===== src/rtl/uart_pkg.sv =====
// Shared types and helpers for the UART transmitter (and the receiver that will reuse them).
// Holds the FSM state encoding, the parity mode constants and the bit-period helper.
package uart_pkg;

  typedef enum logic [2:0] {
    IDLE,
    START,
    DATA,
    PARITY,
    STOP
  } tx_state_t;

  localparam int PARITY_NONE = 0;
  localparam int PARITY_EVEN = 1;
  localparam int PARITY_ODD  = 2;

  // System clocks per serial bit, truncating.
  function automatic int clks_per_bit(input int clk_rate, input int baud_rate);
    return clk_rate / baud_rate;
  endfunction

endpackage


===== src/rtl/uart_baud_gen.sv =====
// Bit-period counter: counts 0..CLKS_PER_BIT-1 while enabled and pulses bit_tick on the last count.
// A clear restarts the period so each bit is timed from its own boundary, with no drift.
module uart_baud_gen #(
  parameter int CLKS_PER_BIT = 10
) (
  input  logic clock,
  input  logic rst,
  input  logic clear,
  input  logic enable,
  output logic bit_tick
);

  localparam int CW = (CLKS_PER_BIT > 2) ? $clog2(CLKS_PER_BIT) : 1;

  logic [CW-1:0] count_q;
  logic [CW-1:0] count_d;

  always_comb begin
    bit_tick = enable && (count_q == CW'(CLKS_PER_BIT - 1));
    count_d  = count_q;
    if (clear || bit_tick) begin
      count_d = '0;
    end else if (enable) begin
      count_d = count_q + CW'(1);
    end
  end

  // NOTE: state registers use non-blocking (<=) so every flop samples pre-edge values.
  always_ff @(posedge clock or posedge rst) begin
    if (rst) begin
      count_q <= '0;
    end else begin
      count_q <= count_d;
    end
  end

endmodule


===== src/rtl/uart_tx.sv =====
// UART transmitter: start bit, DATA_BITS data bits LSB first, optional parity, STOP_BITS stop bits.
// All outputs are registered; the line falls on the same edge that accepts tx_start.
module uart_tx
  import uart_pkg::*;
#(
  parameter int CLK_RATE  = 100000000,
  parameter int BAUD_RATE = 9600,
  parameter int DATA_BITS = 8,
  parameter int PARITY    = 0,
  parameter int STOP_BITS = 1
) (
  input  logic                 clock,
  input  logic                 rst,
  input  logic                 tx_start,
  input  logic [DATA_BITS-1:0] tx_data,
  output logic                 tx_serial,
  output logic                 tx_busy,
  output logic                 tx_done
);

  localparam int CLKS_PER_BIT = clks_per_bit(CLK_RATE, BAUD_RATE);
  localparam int IDX_W        = $clog2(DATA_BITS);
  localparam logic [IDX_W-1:0] LAST_DATA = IDX_W'(DATA_BITS - 1);
  localparam logic [IDX_W-1:0] LAST_STOP = IDX_W'(STOP_BITS - 1);
  localparam logic ODD_FLIP = (PARITY == PARITY_ODD);

  if (CLKS_PER_BIT < 2) begin : g_bad_baud
    $error("uart_tx: CLKS_PER_BIT must be at least 2");
  end
  if (DATA_BITS < 5 || DATA_BITS > 9) begin : g_bad_data_bits
    $error("uart_tx: DATA_BITS must be in 5..9");
  end
  if (PARITY < 0 || PARITY > 2) begin : g_bad_parity
    $error("uart_tx: PARITY must be 0, 1 or 2");
  end
  if (STOP_BITS < 1 || STOP_BITS > 2) begin : g_bad_stop_bits
    $error("uart_tx: STOP_BITS must be 1 or 2");
  end

  tx_state_t            state_q,  state_d;
  logic [DATA_BITS-1:0] shift_q,  shift_d;
  logic [IDX_W-1:0]     idx_q,    idx_d;
  logic                 parity_q, parity_d;
  logic                 serial_q, serial_d;
  logic                 busy_q,   busy_d;
  logic                 done_q,   done_d;
  logic                 accept;
  logic                 bit_tick;

  assign accept = (state_q == IDLE) && tx_start;

  uart_baud_gen #(
    .CLKS_PER_BIT(CLKS_PER_BIT)
  ) u_baud_gen (
    .clock   (clock),
    .rst     (rst),
    .clear   (accept),
    .enable  (busy_q),
    .bit_tick(bit_tick)
  );

  // idx_q counts data bits in DATA and stop bits in STOP.
  always_comb begin
    // NOTE: every _d starts from its held value, so no branch can infer a latch.
    state_d  = state_q;
    shift_d  = shift_q;
    idx_d    = idx_q;
    parity_d = parity_q;
    serial_d = serial_q;
    busy_d   = busy_q;
    done_d   = 1'b0;

    unique case (state_q)
      IDLE: begin
        if (tx_start) begin
          shift_d  = tx_data;
          parity_d = (^tx_data) ^ ODD_FLIP;
          idx_d    = '0;
          serial_d = 1'b0;
          busy_d   = 1'b1;
          state_d  = START;
        end
      end
      START: begin
        if (bit_tick) begin
          serial_d = shift_q[0];
          shift_d  = shift_q >> 1;
          state_d  = DATA;
        end
      end
      DATA: begin
        if (bit_tick) begin
          if (idx_q == LAST_DATA) begin
            idx_d = '0;
            if (PARITY != PARITY_NONE) begin
              serial_d = parity_q;
              state_d  = uart_pkg::PARITY;
            end else begin
              serial_d = 1'b1;
              state_d  = STOP;
            end
          end else begin
            idx_d    = idx_q + IDX_W'(1);
            serial_d = shift_q[0];
            shift_d  = shift_q >> 1;
          end
        end
      end
      uart_pkg::PARITY: begin
        if (bit_tick) begin
          serial_d = 1'b1;
          state_d  = STOP;
        end
      end
      STOP: begin
        if (bit_tick) begin
          if (idx_q == LAST_STOP) begin
            idx_d   = '0;
            busy_d  = 1'b0;
            done_d  = 1'b1;
            state_d = IDLE;
          end else begin
            idx_d = idx_q + IDX_W'(1);
          end
        end
      end
      default: begin
        serial_d = 1'b1;
        busy_d   = 1'b0;
        state_d  = IDLE;
      end
    endcase
  end

  always_ff @(posedge clock or posedge rst) begin
    if (rst) begin
      state_q  <= IDLE;
      shift_q  <= '0;
      idx_q    <= '0;
      parity_q <= 1'b0;
      serial_q <= 1'b1;
      busy_q   <= 1'b0;
      done_q   <= 1'b0;
    end else begin
      state_q  <= state_d;
      shift_q  <= shift_d;
      idx_q    <= idx_d;
      parity_q <= parity_d;
      serial_q <= serial_d;
      busy_q   <= busy_d;
      done_q   <= done_d;
    end
  end

  assign tx_serial = serial_q;
  assign tx_busy   = busy_q;
  assign tx_done   = done_q;

endmodule


===== config.mk =====
export PLATFORM = sky130hd
export DESIGN_NAME = uart_tx
export DESIGN_NICKNAME = d
export VERILOG_FILES = /design/src/rtl/uart_pkg.sv /design/src/rtl/uart_baud_gen.sv /design/src/rtl/uart_tx.sv
export SDC_FILE = /design/constraint.sdc
export NUM_CORES = 1
export LEC_CHECK = 0
export ABC_AREA = 1
export CAP_MARGIN = 20
export CORE_ASPECT_RATIO = 0.9
export CORE_MARGIN = 2
export CORE_UTILIZATION = 52
export DETAILED_ROUTE_END_ITERATION = 10
export PLACE_DENSITY = 0.8
export SLEW_MARGIN = 0
export SYNTH_ARGS = -nofsm -noshare
export SYNTH_HDL_FRONTEND = slang
export SYNTH_SLANG_ARGS = --single-unit

===== constraint.sdc =====
create_clock -name clock -period 1.48 [get_ports clock]
set_input_delay 0.222 -clock clock [delete_from_list [all_inputs] [get_ports clock]]
set_output_delay 0.222 -clock clock [all_outputs]
set_load 0.005 [all_outputs]

[Word level (Yosys, flattened, before mapping)]
Index checks and enable logic that the tools add are counted.
Operators by class
  add/sub/neg operators: 2
  equal/unequal tests: 14
  multiplexer cells: 34
  bitwise operators: 2
  reductions and logical operators: 14
Operators with widths (count)
  $mux 3: 12
  $mux 8: 4
  $mux 14: 2
  $pmux 8 s3: 1
  $ne 2x2->1 const B: 8
  $pmux 3 s5: 1
  $add 14x1->14 const B: 1
  $eq 14x14->1 const B: 1
  $mux 1: 11
  $reduce_and 5->1: 2
  $pmux 3 s3: 1
  $reduce_and 4->1: 2
  $reduce_and 7->1: 1
  $eq 3x2->1 const B: 2
  $eq 3x3->1 const B: 2
  $logic_not 3->1: 2
  $reduce_bool 3->1: 2
  $pmux 1 s5: 1
  $add 3x1->3 const B: 1
  $eq 3x1->1 const B: 1
  $pmux 1 s3: 1
  $reduce_or 3->1: 1
  $logic_and 1x1->1: 2
  $not 1->1: 2
  other kinds (2): 2
Storage, ports and cells
  register bits after elaboration: 31
  input bits: 11

[Longest topological paths before layout]
Gate-level depths: netlist of run 1.
  depth after elaboration: 4
  gate-level depth with buffers: 10

[Hierarchy]
A second synthesis of run 1 with hierarchy kept.
Second synthesis, totals
  cell total of the unflattened synthesis: 282
  area total of the unflattened synthesis: 2072.0 µm²
Modules (own cells, without submodules)
  uart_tx: times used 1, cells an instance 139, area each 1069.8 µm², sequential area each 426.7 µm²
  uart_baud_gen: times used 1, cells an instance 143, area each 1002.2 µm², sequential area each 350.3 µm²

[Worst setup path after synthesis of run 1]
OpenSTA, ideal clock, no wires.
  kind: flip-flop to flip-flop
  start: register idx_q[0]
  end: register shift_q[0]
  setup time: 115 ps
  arrival: 1368 ps
  data required time: 1365 ps
  slack: -3 ps
  stages on the path, launching flop included: 9
  path buffers: 0
  clock period less this slack: 1483 ps
  cell sequence: dfrtp_1 ha_1 ha_1 o21ai_1 nand2_1 nor2_4 nand2_8 nand2_1 nand2_2
Between the ends
  longest elaborated chain between the ends: 3
Ends and longest elaborated chain
  start, declared: RTL line uart_tx.sv:42  | logic [IDX_W-1:0] idx_q, idx_d;
  start signal, assigned: RTL line uart_tx.sv:147  | idx_q <= idx_d;
  $eq 3x3->1: RTL line uart_tx.sv:93  | if (idx_q == LAST_DATA) begin
  $ne 2x2->1 (no line)
  $reduce_and 5->1 (no line)
  end signal, assigned: RTL line uart_tx.sv:146  | shift_q <= shift_d;
  end, declared: RTL line uart_tx.sv:41  | logic [DATA_BITS-1:0] shift_q, shift_d;
Every way passes these cells.
A chain may end at the register's enable or synchronous reset.

[Worst setup path in the final report of run 1]
  start: register idx_q[0]
  end: register shift_q[3]
Same word-level chain as after synthesis.

==> results of run 1 <==
-- metrics by stage --
stage               power [mW]  instances  TNS (ns)  worst slack, ns  util, %
detailed placement        3.24        297    -0.545          -0.0626     62.1
CTS                       4.01        309    -0.473          -0.0697     66.0
floorplan                 2.73        232         0           0.0219        -
global placement          3.19        297   -0.0495          -0.0139     62.1
finish                    4.18        312    -0.207          -0.0382     69.3
global route              4.50        312    -0.999          -0.0998     69.3
-- how the worst max path moves through the flow --
| stage | startpoint | endpoint | slack, ns | depth (start not counted) |
|---|---|---|---|---|
| 6_report | idx_q[0]$_DFFE_PP0P_ | shift_q[3]$_DFFE_PP0P_ | -0.04 | 8 |
| 5_1_grt | idx_q[0]$_DFFE_PP0P_ | shift_q[7]$_DFFE_PP0P_ | -0.1 | 8 |
| 2_1_floorplan | idx_q[0]$_DFFE_PP0P_ | shift_q[0]$_DFFE_PP0P_ | 0.02 | 8 |
| 3_3_place_gp | tx_start | state_q[0]$_DFFE_PP0P_ | -0.01 | 8 |
| 4_1_cts | idx_q[0]$_DFFE_PP0P_ | shift_q[3]$_DFFE_PP0P_ | -0.07 | 9 |
| 3_5_place_dp | idx_q[0]$_DFFE_PP0P_ | shift_q[3]$_DFFE_PP0P_ | -0.06 | 8 |
-- layer usage --
metal / GRT usage (%) / vias to the layer above / wire [um]
met5: 0 / - / 0
met4: 7.87 / 0 / 61
met3: 7.42 / 10 / 204
met2: 32.1 / 51 / 1830
met1: 30.5 / 754 / 1880
li1: - / 808 / -
-- kinds of logic after synthesis --
family,Yosys count
buffers and inverters,27
and+or+nand+nor,146
xor gates and xnor gates,6
AOI/OAI and AO/OA,18
adders and majority gates,4
DFF,31
-- synthesized netlist by cell type --
| master | count |
|---|---|
| nand2_1 | 61 |
| dfrtp_1 | 30 |
| nand2_2 | 21 |
| nor2_1 | 21 |
| inv_1 | 15 |
| nand3_1 | 13 |
| inv_2 | 10 |
| a21oi_1 | 8 |
| o21ai_1 | 7 |
| nand2_4 | 5 |
| xor2_1 | 5 |
| ha_1 | 4 |
| nand3_2 | 4 |
| nand4_1 | 4 |
| nor2_2 | 4 |
| nor2_4 | 4 |
| nand3b_1 | 3 |
| nor3_1 | 3 |
| a21boi_0 | 1 |
| buf_2 | 1 |
| dfstp_2 | 1 |
| inv_8 | 1 |
| nand2_8 | 1 |
| nor4_1 | 1 |
| o21a_1 | 1 |
| o21ai_2 | 1 |
| or2_2 | 1 |
| xnor2_1 | 1 |
-- worst reg2reg max path, delay by kind of cell (launching register included) --
family          cells  cell delay [ns]
flops               1             0.39
fa+ha+maj           2             0.38
simple gates        5             0.53
compound gates      1             0.12
-- cell type report --
class                           count  area [um^2]  area share [%]
Clock buffer                        7         86.3            3.66
Clock inverter                      1         5.00           0.212
Inverter                           26          110            4.67
Multi-Input combinational cell    175         1070            45.3
Sequential cell                    31          777            33.0
Tap cell                           44         55.1            2.34
Timing Repair Buffer               28          256            10.9
-- power groups by stage --
| stage | clock network, mW | registers, mW | logic [mW] |
|---|---|---|---|
| global placement | 0 | 1.24 | 1.94 |
| detailed placement | 0 | 1.24 | 2.00 |
| CTS | 0.694 | 1.24 | 2.07 |
| floorplan | 0 | 1.22 | 1.51 |
| global route | 0.741 | 1.29 | 2.47 |
| finish | 0.683 | 1.27 | 2.23 |
-- state kept, by name, summed over array words and instances, names as in the netlist --
signal / count
tx_done: 1
tx_serial: 1
u_baud_gen.count_q: 14
shift_q: 8
tx_busy: 1
idx_q: 3
state_q: 3
-- what timing repair did --
item / CTS / global route
pin swaps: 3 / 8
gates resized for setup: 5 / 18
setup buffers: 3 / 3
gates cloned: 1 / 0
setup endpoints to repair: 10 / 28
==> impl_results.md, run 1 <==
* Status: complete, but fails checks
* Failing checks: setup timing
* Final WS setup at -0.0382 ns
* Fin. max-slew vios at 0
* Vias at 1623
* Die H at slightly above 60 um
* Crit Path Category: flip-flop to flip-flop
* 1st-pass router iterations at 4
* Synth cell types at 28
* Cell leakage power at ~1.1 nW
* Crit share post-route at 103%
* CP required at 1.66 ns
* Number of global-route vias before repair at roughly 1500
* Row cnt at 20
* Tot GR Track Use at roughly 22%
* Global-route wire length before repair at 6570 um
* Placed Area at 2110 um^2
* Post-synthesis xor/xnor area fraction at 2.83%
* H-tree depth at 2
* Crit Path Max Fanout at 5
* Antenna violations before repair at 0
* DR iter-0 viols at 130
* Setup Skew at 0.00416 ns
* Cell mode on critical path: nand2_2
* Largest family of logic cells by synthesized area: simple AND/OR/NAND/NOR gates
* PwrDens at 1770 nW/um^2
* Core Box Area at 3400 um^2
* # IOs at 14
* Longest Clk Path Bufs at 2
* Compound-Gate Fraction of Synth Area at 5.33%
* Post-Layout Inst Area at 2360 um^2
* Antenna diodes at 0
* Slew @ Worst Pin at 0.307 ns
* Clk_lat worst skew at between 0.2 and 0.3 ns
* CTS Buf Count at 5
* Sequential Power Share at approximately 30%
* Fillers at between 200 and 300
* Cell Int Power at 2.31 mW
* Synthesized area at 1850 um^2
* CTS root buf: clkbuf_8
* I/O Buffers at 13
* Yosys top cell by area: dfrtp_1
* Hold Slack at 0.262 ns
* Hold Crit Class: input port to asynchronous set/reset pin
* CP delay by family, top: simple AND/OR/NAND/NOR gates
* Number of max-cap violations at 0
* Post-synthesis mux area share at 0%
* Area delta synth->final at 27.1%
* Crit path buf inv count at 0
* Clk pwr share at 16.3%
* Post-Syn Nets at 247
* Tmin final at about 1.5 ns
* Total gr overflow at 0
* Syn avg cell area at 7.99 um^2
* Clk slew on worst S/H paths at 0.06 ns
* Worst r2r src: idx_q[0]$_DFFE_PP0P_
* Synth warn at 0
* Most frequent cells in the layout: nand2_1, dfrtp_1, nand2_2, nor2_1, inv_1
* Post-detailed-route wirelength per cell at approximately 13 um
* R2r setup slk at -0.04 ns
* Synth Area in Adders at 2.70%
* Synth Area in Simple Gates at between 40 and 50%
* Final hold violations at 0
* Yosys reg bits at 31
* Area fraction of the dominant cell type after synthesis at around two fifths
* CTS tree: yes
* Main area contributors after synthesis: dfrtp_1, nand2_1, nand2_2, nor2_1, nand3_1
* Routed vias/inst at 5.20
* Share of layout cells above drive strength 1 at 32.8%
* Data arrival time of the worst path at 1.70 ns
* Reg2reg end: shift_q[3]$_DFFE_PP0P_
* Die Area at 4060 um^2
* Post-Syn Instances at 232
* Slew Limit Headroom at between 70% and 80%
* Crit-path cells: ha_2, ha_4, o21ai_2, nand2_2, nor2_4, nand2_8, nand2_1, nand2_2
* Largest net degree at the start of global routing at 32
* Fmax at between 600 and 700 MHz
* GP Congestion at 0.821
* Post-synthesis sequential area ratio at 41.9%
* Switching pwr at ~1.9 mW
* Maximum VDD drop at 1.08 mV
* RSZ-0062 raised after global routing: true
* Most common cell after layout, fill and taps aside: nand2_1
* Crit-path slowest cell: dfrtp_1
* Combinational share of power at a little over half
* # DRC at 0
* Antenna Nets Post-Route at 0
* Reg2Reg Depth at 8
* Post-CTS Hold Buffers at 0
* Sw frac at 44.7%
* Initial Util at a little over half
* Critical Path Start Type: flip-flop
* Post-DP HPWL at 2640 um
* Final nets at 282
* Nature of the critical path endpoint: flip-flop
* Finish-stage setup viols at 8
* Max stage delay on crit path at 0.39 ns
* Routed WL at between 3000 and 4000 um
* Die W at 66.9 um
* CTS Sinks at 31
(Power assumes the default switching activity.)
==> run 2: changes to the inputs <==
--- a/config.mk
+++ b/config.mk
@@ -7,11 +7,10 @@
 export LEC_CHECK = 0
 export ABC_AREA = 1
 export CAP_MARGIN = 20
-export CORE_ASPECT_RATIO = 0.9
 export CORE_MARGIN = 2
-export CORE_UTILIZATION = 52
+export CORE_UTILIZATION = 30
 export DETAILED_ROUTE_END_ITERATION = 10
-export PLACE_DENSITY = 0.8
+export PLACE_DENSITY = 0.53
 export SLEW_MARGIN = 0
 export SYNTH_ARGS = -nofsm -noshare
 export SYNTH_HDL_FRONTEND = slang
==> impl_results.md, run 2 (synthesized netlist as in run 1, its figures left out) <==
* Status: complete, but fails checks (unchanged)
* Failing checks: setup timing (unchanged)
* CTS Buf Count at 5 (unchanged)
* Final hold violations at 0 (unchanged)
* Global-route wire length before repair at 6800 um (was 6570 um)
* PwrDens at 1740 nW/um^2 (was 1770 nW/um^2)
* Fmax at 663 MHz (was 659 MHz)
* RSZ-0062 raised after global routing: true (unchanged)
* Routed WL at 3920 um (was 3980 um)
* Die H at 82.6 um (was 60.7 um)
* Crit-path slowest cell: dfrtp_1 (unchanged)
* Slew @ Worst Pin at 0.276 ns (was 0.307 ns)
* Top reg by flops: u_baud_gen.count_q (unchanged)
* CTS Sinks at 31 (unchanged)
* Crit Path Max Fanout at 5 (unchanged)
* Number of max-cap violations at 0 (unchanged)
* TNS Setup at -0.167 ns (was -0.207 ns)
* Routed vias/inst at 4.44 (was 5.20)
* Fin. max-slew vios at 0 (unchanged)
* Row cnt at 28 (was 20)
* CTS tree: yes (unchanged)
* Crit path from: idx_q[0]$_DFFE_PP0P_ (unchanged)
* Die W at 82.6 um (was 66.9 um)
* Total gr overflow at 0 (unchanged)
* Tmin final at 1.51 ns (was 1.52 ns)
* Cell mode on critical path: nand2_2 (unchanged)
* Nature of the critical path endpoint: flip-flop (unchanged)
* Setup Skew at 0.00669 ns (was 0.00416 ns)
* Share of layout cells above drive strength 1 at 33.7% (was 32.8%)
* R2r setup slk at -0.03 ns (was -0.04 ns)
* Cell leakage power at 1.10 nW (was 1.11 nW)
* Slew Limit Headroom at 81.4% (was 79.5%)
* Hold Crit Class: input port to asynchronous set/reset pin (unchanged)
* # IOs at 14 (unchanged)
* Number of global-route vias before repair at 1481 (was 1474)
* Critical Path Start Type: flip-flop (unchanged)
* Data arrival time of the worst path at 1.69 ns (was 1.70 ns)
* Crit share post-route at 102% (was 103%)
* 1st-pass router iterations at 4 (unchanged)
* CTS root buf: clkbuf_8 (unchanged)
* CP required at 1.66 ns (about the same)
* Antenna violations before repair at 0 (unchanged)
* Worst r2r src: idx_q[0]$_DFFE_PP0P_ (unchanged)
* Placed cell count at 333 (was 297)
* I/O Buffers at 13 (unchanged)
* Maximum VDD drop at 0.741 mV (was 1.08 mV)
* Antenna diodes at 0 (unchanged)
* Post-DP HPWL at 2880 um (was 2640 um)
* Longest Clk Path Bufs at 2 (unchanged)
* Biggest regs: u_baud_gen.count_q: 14 flops, shift_q: 8 flops (unchanged)
* Die Area at 6830 um^2 (was 4060 um^2)
* # DRC at 0 (unchanged)
* Clk_lat worst skew at 0.28 ns (was 0.29 ns)
* DR iter-0 viols at 57 (was 130)
* Antenna Nets Post-Route at 0 (unchanged)
* Largest net degree at the start of global routing at 18 (was 32)
* Core Box Area at 5960 um^2 (was 3400 um^2)
* Max stage delay on crit path at 0.39 ns (about the same)
* Crit path buf inv count at 0 (unchanged)
* GP Congestion at 0.799 (was 0.821)
* Pre-CTS WS at -0.0278 ns (was -0.0626 ns)
* Non-filler cells, final at 345 (was 312)
* Vias at 1531 (was 1623)
* CP delay by family, top: simple AND/OR/NAND/NOR gates (unchanged)
* Most frequent cells in the layout: nand2_1, dfrtp_1, nand2_2, nor2_1, inv_1 (unchanged)
* Post-detailed-route wirelength per cell at 11.4 um (was 12.7 um)
* Crit Path Category: flip-flop to flip-flop (unchanged)
* Tot GR Track Use at 13.1% (was 21.9%)
* H-tree depth at 2 (unchanged)
* Final nets at 284 (was 282)
* Largest register FFs at 14 (unchanged)
* Area delta synth->final at 29.4% (was 27.1%)
* Crit-path cells: ha_2, ha_4, o21ai_2, nand2_2, nor2_4, nand2_8, nand2_1, nand2_2 (unchanged)
* Clk slew on worst S/H paths at 0.07 ns (was 0.06 ns)
* Fin util at 40.3% (was 69.3%)
* Final WS setup at -0.0289 ns (was -0.0382 ns)
* Most common cell after layout, fill and taps aside: nand2_1 (unchanged)
* Finish-stage setup viols at 7 (was 8)
* Initial Util at 31.1% (was 54.5%)
## run 2: changes by cell type in the layout (fill, tap and decap cells not counted), sizes merged
cell,previous run,this run
buf,15,17
## run 2: what timing repair did
item / CTS / global route
hold buffers: 0 / 0
resized for setup: 7 / 17
buffers inserted: 1 / 2
gates cloned: 1 / 0
setup endpoints to repair: 11 / 20
pin swaps: 3 / 11
hold endpoints to repair: 0 / 0
## run 2: per-stage QoR
step	hold slack, ns	instance area, um^2	power, mW
CTS	0.279	2310	4.08
finish	0.266	2400	4.18
global route	0.292	2400	4.57
global placement	0.465	2190	3.31
detailed placement	0.471	2190	3.33
floorplan	0.325	1850	2.73
## run 2: path summary, 6_finish.rpt
path,endpoint,cells after the start
min in group clock,tx_serial$_DFFE_PP1P_,2
worst max-delay path,shift_q[6]$_DFFE_PP0P_,8
worst max register to register,shift_q[6]$_DFFE_PP0P_,8
worst min-delay path,shift_q[7]$_DFFE_PP0P_,3
max in group asynchronous,tx_serial$_DFFE_PP1P_,3
worst min register to register,tx_serial$_DFFE_PP1P_,2
## run 2: report_power, final
part           leakage [nW]  switching [mW]  internal (mW)
registers             0.409           0.181           1.08
logic                 0.648            1.37          0.889
clock network        0.0422           0.327          0.330
total                  1.10            1.88           2.30
## run 2: final cells by class
class                      count  area [um^2]
clock buffer                   7         76.3
sequential                    31          777
fill                         628         3560
timing repair buffer          30          275
inverter                      26          110
clock inverter                 1         5.00
multi-input combinational    175         1060
tap                           75         93.8
## run 2: per-layer routing
metal  track usage [%]  up-vias  share of wire [%]
li1                  -      810                  -
met2              20.8       18                 46
met4              3.44        0               0.64
met1              17.8      699                 50
met5                 0        -                  0
met3              3.37        4                3.1
## run 2: worst min-delay path, stage by stage
cell and delay (ns):
clkdlybuf4s50_1 0.40, inv_1 0.07, buf_4 0.23
==> run 3: changes to the inputs <==
--- a/config.mk
+++ b/config.mk
@@ -9,8 +9,9 @@
 export CAP_MARGIN = 20
 export CORE_MARGIN = 2
 export CORE_UTILIZATION = 30
+export CTS_CLUSTER_DIAMETER = 120
 export DETAILED_ROUTE_END_ITERATION = 10
-export PLACE_DENSITY = 0.53
+export PLACE_DENSITY = 0.5
 export SLEW_MARGIN = 0
 export SYNTH_ARGS = -nofsm -noshare
 export SYNTH_HDL_FRONTEND = slang
==> impl_results.md, run 3 (synthesized netlist as in run 1, its figures left out) <==
* Status: complete, but fails checks (unchanged)
* Failing checks: setup timing (unchanged)
* CTS Sinks at 31 (unchanged)
* Die H at 82.6 um (unchanged)
* Clk slew on worst S/H paths at 0.07 ns (about the same)
* Finish-stage setup viols at 9 (was 7)
* Tmin final at 1.53 ns (was 1.51 ns)
* Antenna violations before repair at 0 (unchanged)
* H-tree depth at 2 (unchanged)
* Hold Slack at 0.276 ns (was 0.266 ns)
* Largest register FFs at 14 (unchanged)
* Most frequent cells in the layout: nand2_1, dfrtp_1, nand2_2, nor2_1, inv_1 (unchanged)
* Die W at 82.6 um (unchanged)
* Slew Limit Headroom at 80.1% (was 81.4%)
* Post-DP HPWL at 2780 um (was 2880 um)
* Largest net degree at the start of global routing at 32 (was 18)
* # DRC at 0 (unchanged)
* Crit Path Category: flip-flop to flip-flop (unchanged)
* Top reg by flops: u_baud_gen.count_q (unchanged)
* Post-CTS Hold Buffers at 0 (unchanged)
* DR iter-0 viols at 60 (was 57)
* Tot GR Track Use at 13.0% (was 13.1%)
* Final nets at 284 (unchanged)
* 1st-pass router iterations at 4 (unchanged)
* CTS root buf: clkbuf_8 (unchanged)
* Core Box Area at 5960 um^2 (unchanged)
* Die Area at 6830 um^2 (unchanged)
* Setup Skew at 0.00539 ns (was 0.00669 ns)
* Final hold violations at 0 (unchanged)
* CTS tree: yes (unchanged)
* Data arrival time of the worst path at 1.75 ns (was 1.69 ns)
* Total gr overflow at 0 (unchanged)
* Maximum VDD drop at 0.830 mV (was 0.741 mV)
* Pre-CTS WS at -0.0340 ns (was -0.0278 ns)
* Fin util at 41.0% (was 40.3%)
* GP Congestion at 0.812 (was 0.799)
* Biggest regs: u_baud_gen.count_q: 14 flops, shift_q: 8 flops (unchanged)
* Final WS setup at -0.0526 ns (was -0.0289 ns)
* Antenna diodes at 0 (unchanged)
* Fmax at 652 MHz (was 663 MHz)
* CP required at 1.70 ns (was 1.66 ns)
* RSZ-0062 raised after global routing: true (unchanged)
* # IOs at 14 (unchanged)
* I/O Buffers at 13 (unchanged)
* Share of layout cells above drive strength 1 at 34.9% (was 33.7%)
* Initial Util at 31.1% (unchanged)
* Cell leakage power at 1.13 nW (was 1.10 nW)
* Longest Clk Path Bufs at 2 (unchanged)
* Hold Crit Class: input port to asynchronous set/reset pin (unchanged)
* Post-detailed-route wirelength per cell at 11.5 um (was 11.4 um)
* Area delta synth->final at 31.6% (was 29.4%)
* Vias at 1543 (was 1531)
* Clk_lat worst skew at 0.28 ns (about the same)
* Routed WL at 3960 um (was 3920 um)
* Nature of the critical path endpoint: flip-flop (unchanged)
* PwrDens at 1770 nW/um^2 (was 1740 nW/um^2)
* CTS Buf Count at 5 (unchanged)
* Most common cell after layout, fill and taps aside: nand2_1 (unchanged)
* Fin. max-slew vios at 0 (unchanged)
* Crit Path Max Fanout at 7 (was 5)
* Routed vias/inst at 4.49 (was 4.44)
* Number of global-route vias before repair at 1483 (was 1481)
* Crit share post-route at 104% (was 102%)
* Critical Path Start Type: flip-flop (unchanged)
* Global-route wire length before repair at 6750 um (was 6800 um)
* Row cnt at 28 (unchanged)
* Slew @ Worst Pin at 0.296 ns (was 0.276 ns)
* Reg2Reg Depth at 9 (was 8)
* Number of max-cap violations at 0 (unchanged)
* Antenna Nets Post-Route at 0 (unchanged)
-- run 3: repair_timing --
action | 4_1_cts | 5_1_grt
cloned | 1 | 0
setup buffers | 2 | 5
pin swaps | 2 | 13
endpoints found under the setup margin | 10 | 22
resized for setup | 11 | 19
-- run 3: worst paths after layout --
check                      slack (ns)                                 to                  start
max                             -0.05             shift_q[1]$_DFFE_PP0P_   idx_q[0]$_DFFE_PP0P_
min                              0.28  u_baud_gen.count_q[6]$_DFFE_PP0P_                    rst
max reg2reg                     -0.05             shift_q[1]$_DFFE_PP0P_   idx_q[0]$_DFFE_PP0P_
min reg2reg                      0.48              tx_serial$_DFFE_PP1P_  tx_serial$_DFFE_PP1P_
max in group asynchronous        0.96              tx_serial$_DFFE_PP1P_                    rst
min in group clock               0.48              tx_serial$_DFFE_PP1P_  tx_serial$_DFFE_PP1P_
-- run 3: through the flow --
step           std cells  TNS (ns)  power [mW]  instance area [um^2]
2_1_floorplan        232         0        2.73                  1850
6_report             344    -0.384        4.32                  2440
3_5_place_dp         330    -0.208        3.29                  2180
4_1_cts              340    -0.386        4.16                  2330
3_3_place_gp         330   -0.0330        3.29                  2180
5_1_grt              344     -1.28        4.71                  2440
-- run 3: critical path, stage by stage (launching register included) --
cell and delay [ns]:
dfrtp_1 0.38, ha_2 0.20, ha_4 0.16, o21ai_2 0.11, nand2_2 0.09, nor2_4 0.23, nand2_8 0.11, clkinv_8 0.09
nand2_4 0.05, nand2_2 0.05
-- run 3: routing by layer --
layer	global-route usage, %	share of wire, %	vias to the layer above
met3	3.37	3.3	6
met1	17.1	49	706
met2	20.6	46	23
met5	0	0	-
li1	-	-	808
met4	4.43	1.4	0
-- run 3: where the power goes --
part           total (mW)  leakage (nW)  internal [mW]  switching [mW]
clock               0.688        0.0470          0.365           0.324
sequential           1.26         0.408           1.08           0.176
combinational        2.37         0.673          0.951            1.42
-- run 3: layout make-up --
cell class / instances / area, um^2
flip-flops and latches: 31 / 778
well taps: 75 / 93.8
inverters: 26 / 110
clock buffers: 6 / 82.6
fillers: 616 / 3520
multi-input cells: 175 / 1080
clock inverters: 1 / 5.00
repair buffers: 30 / 292
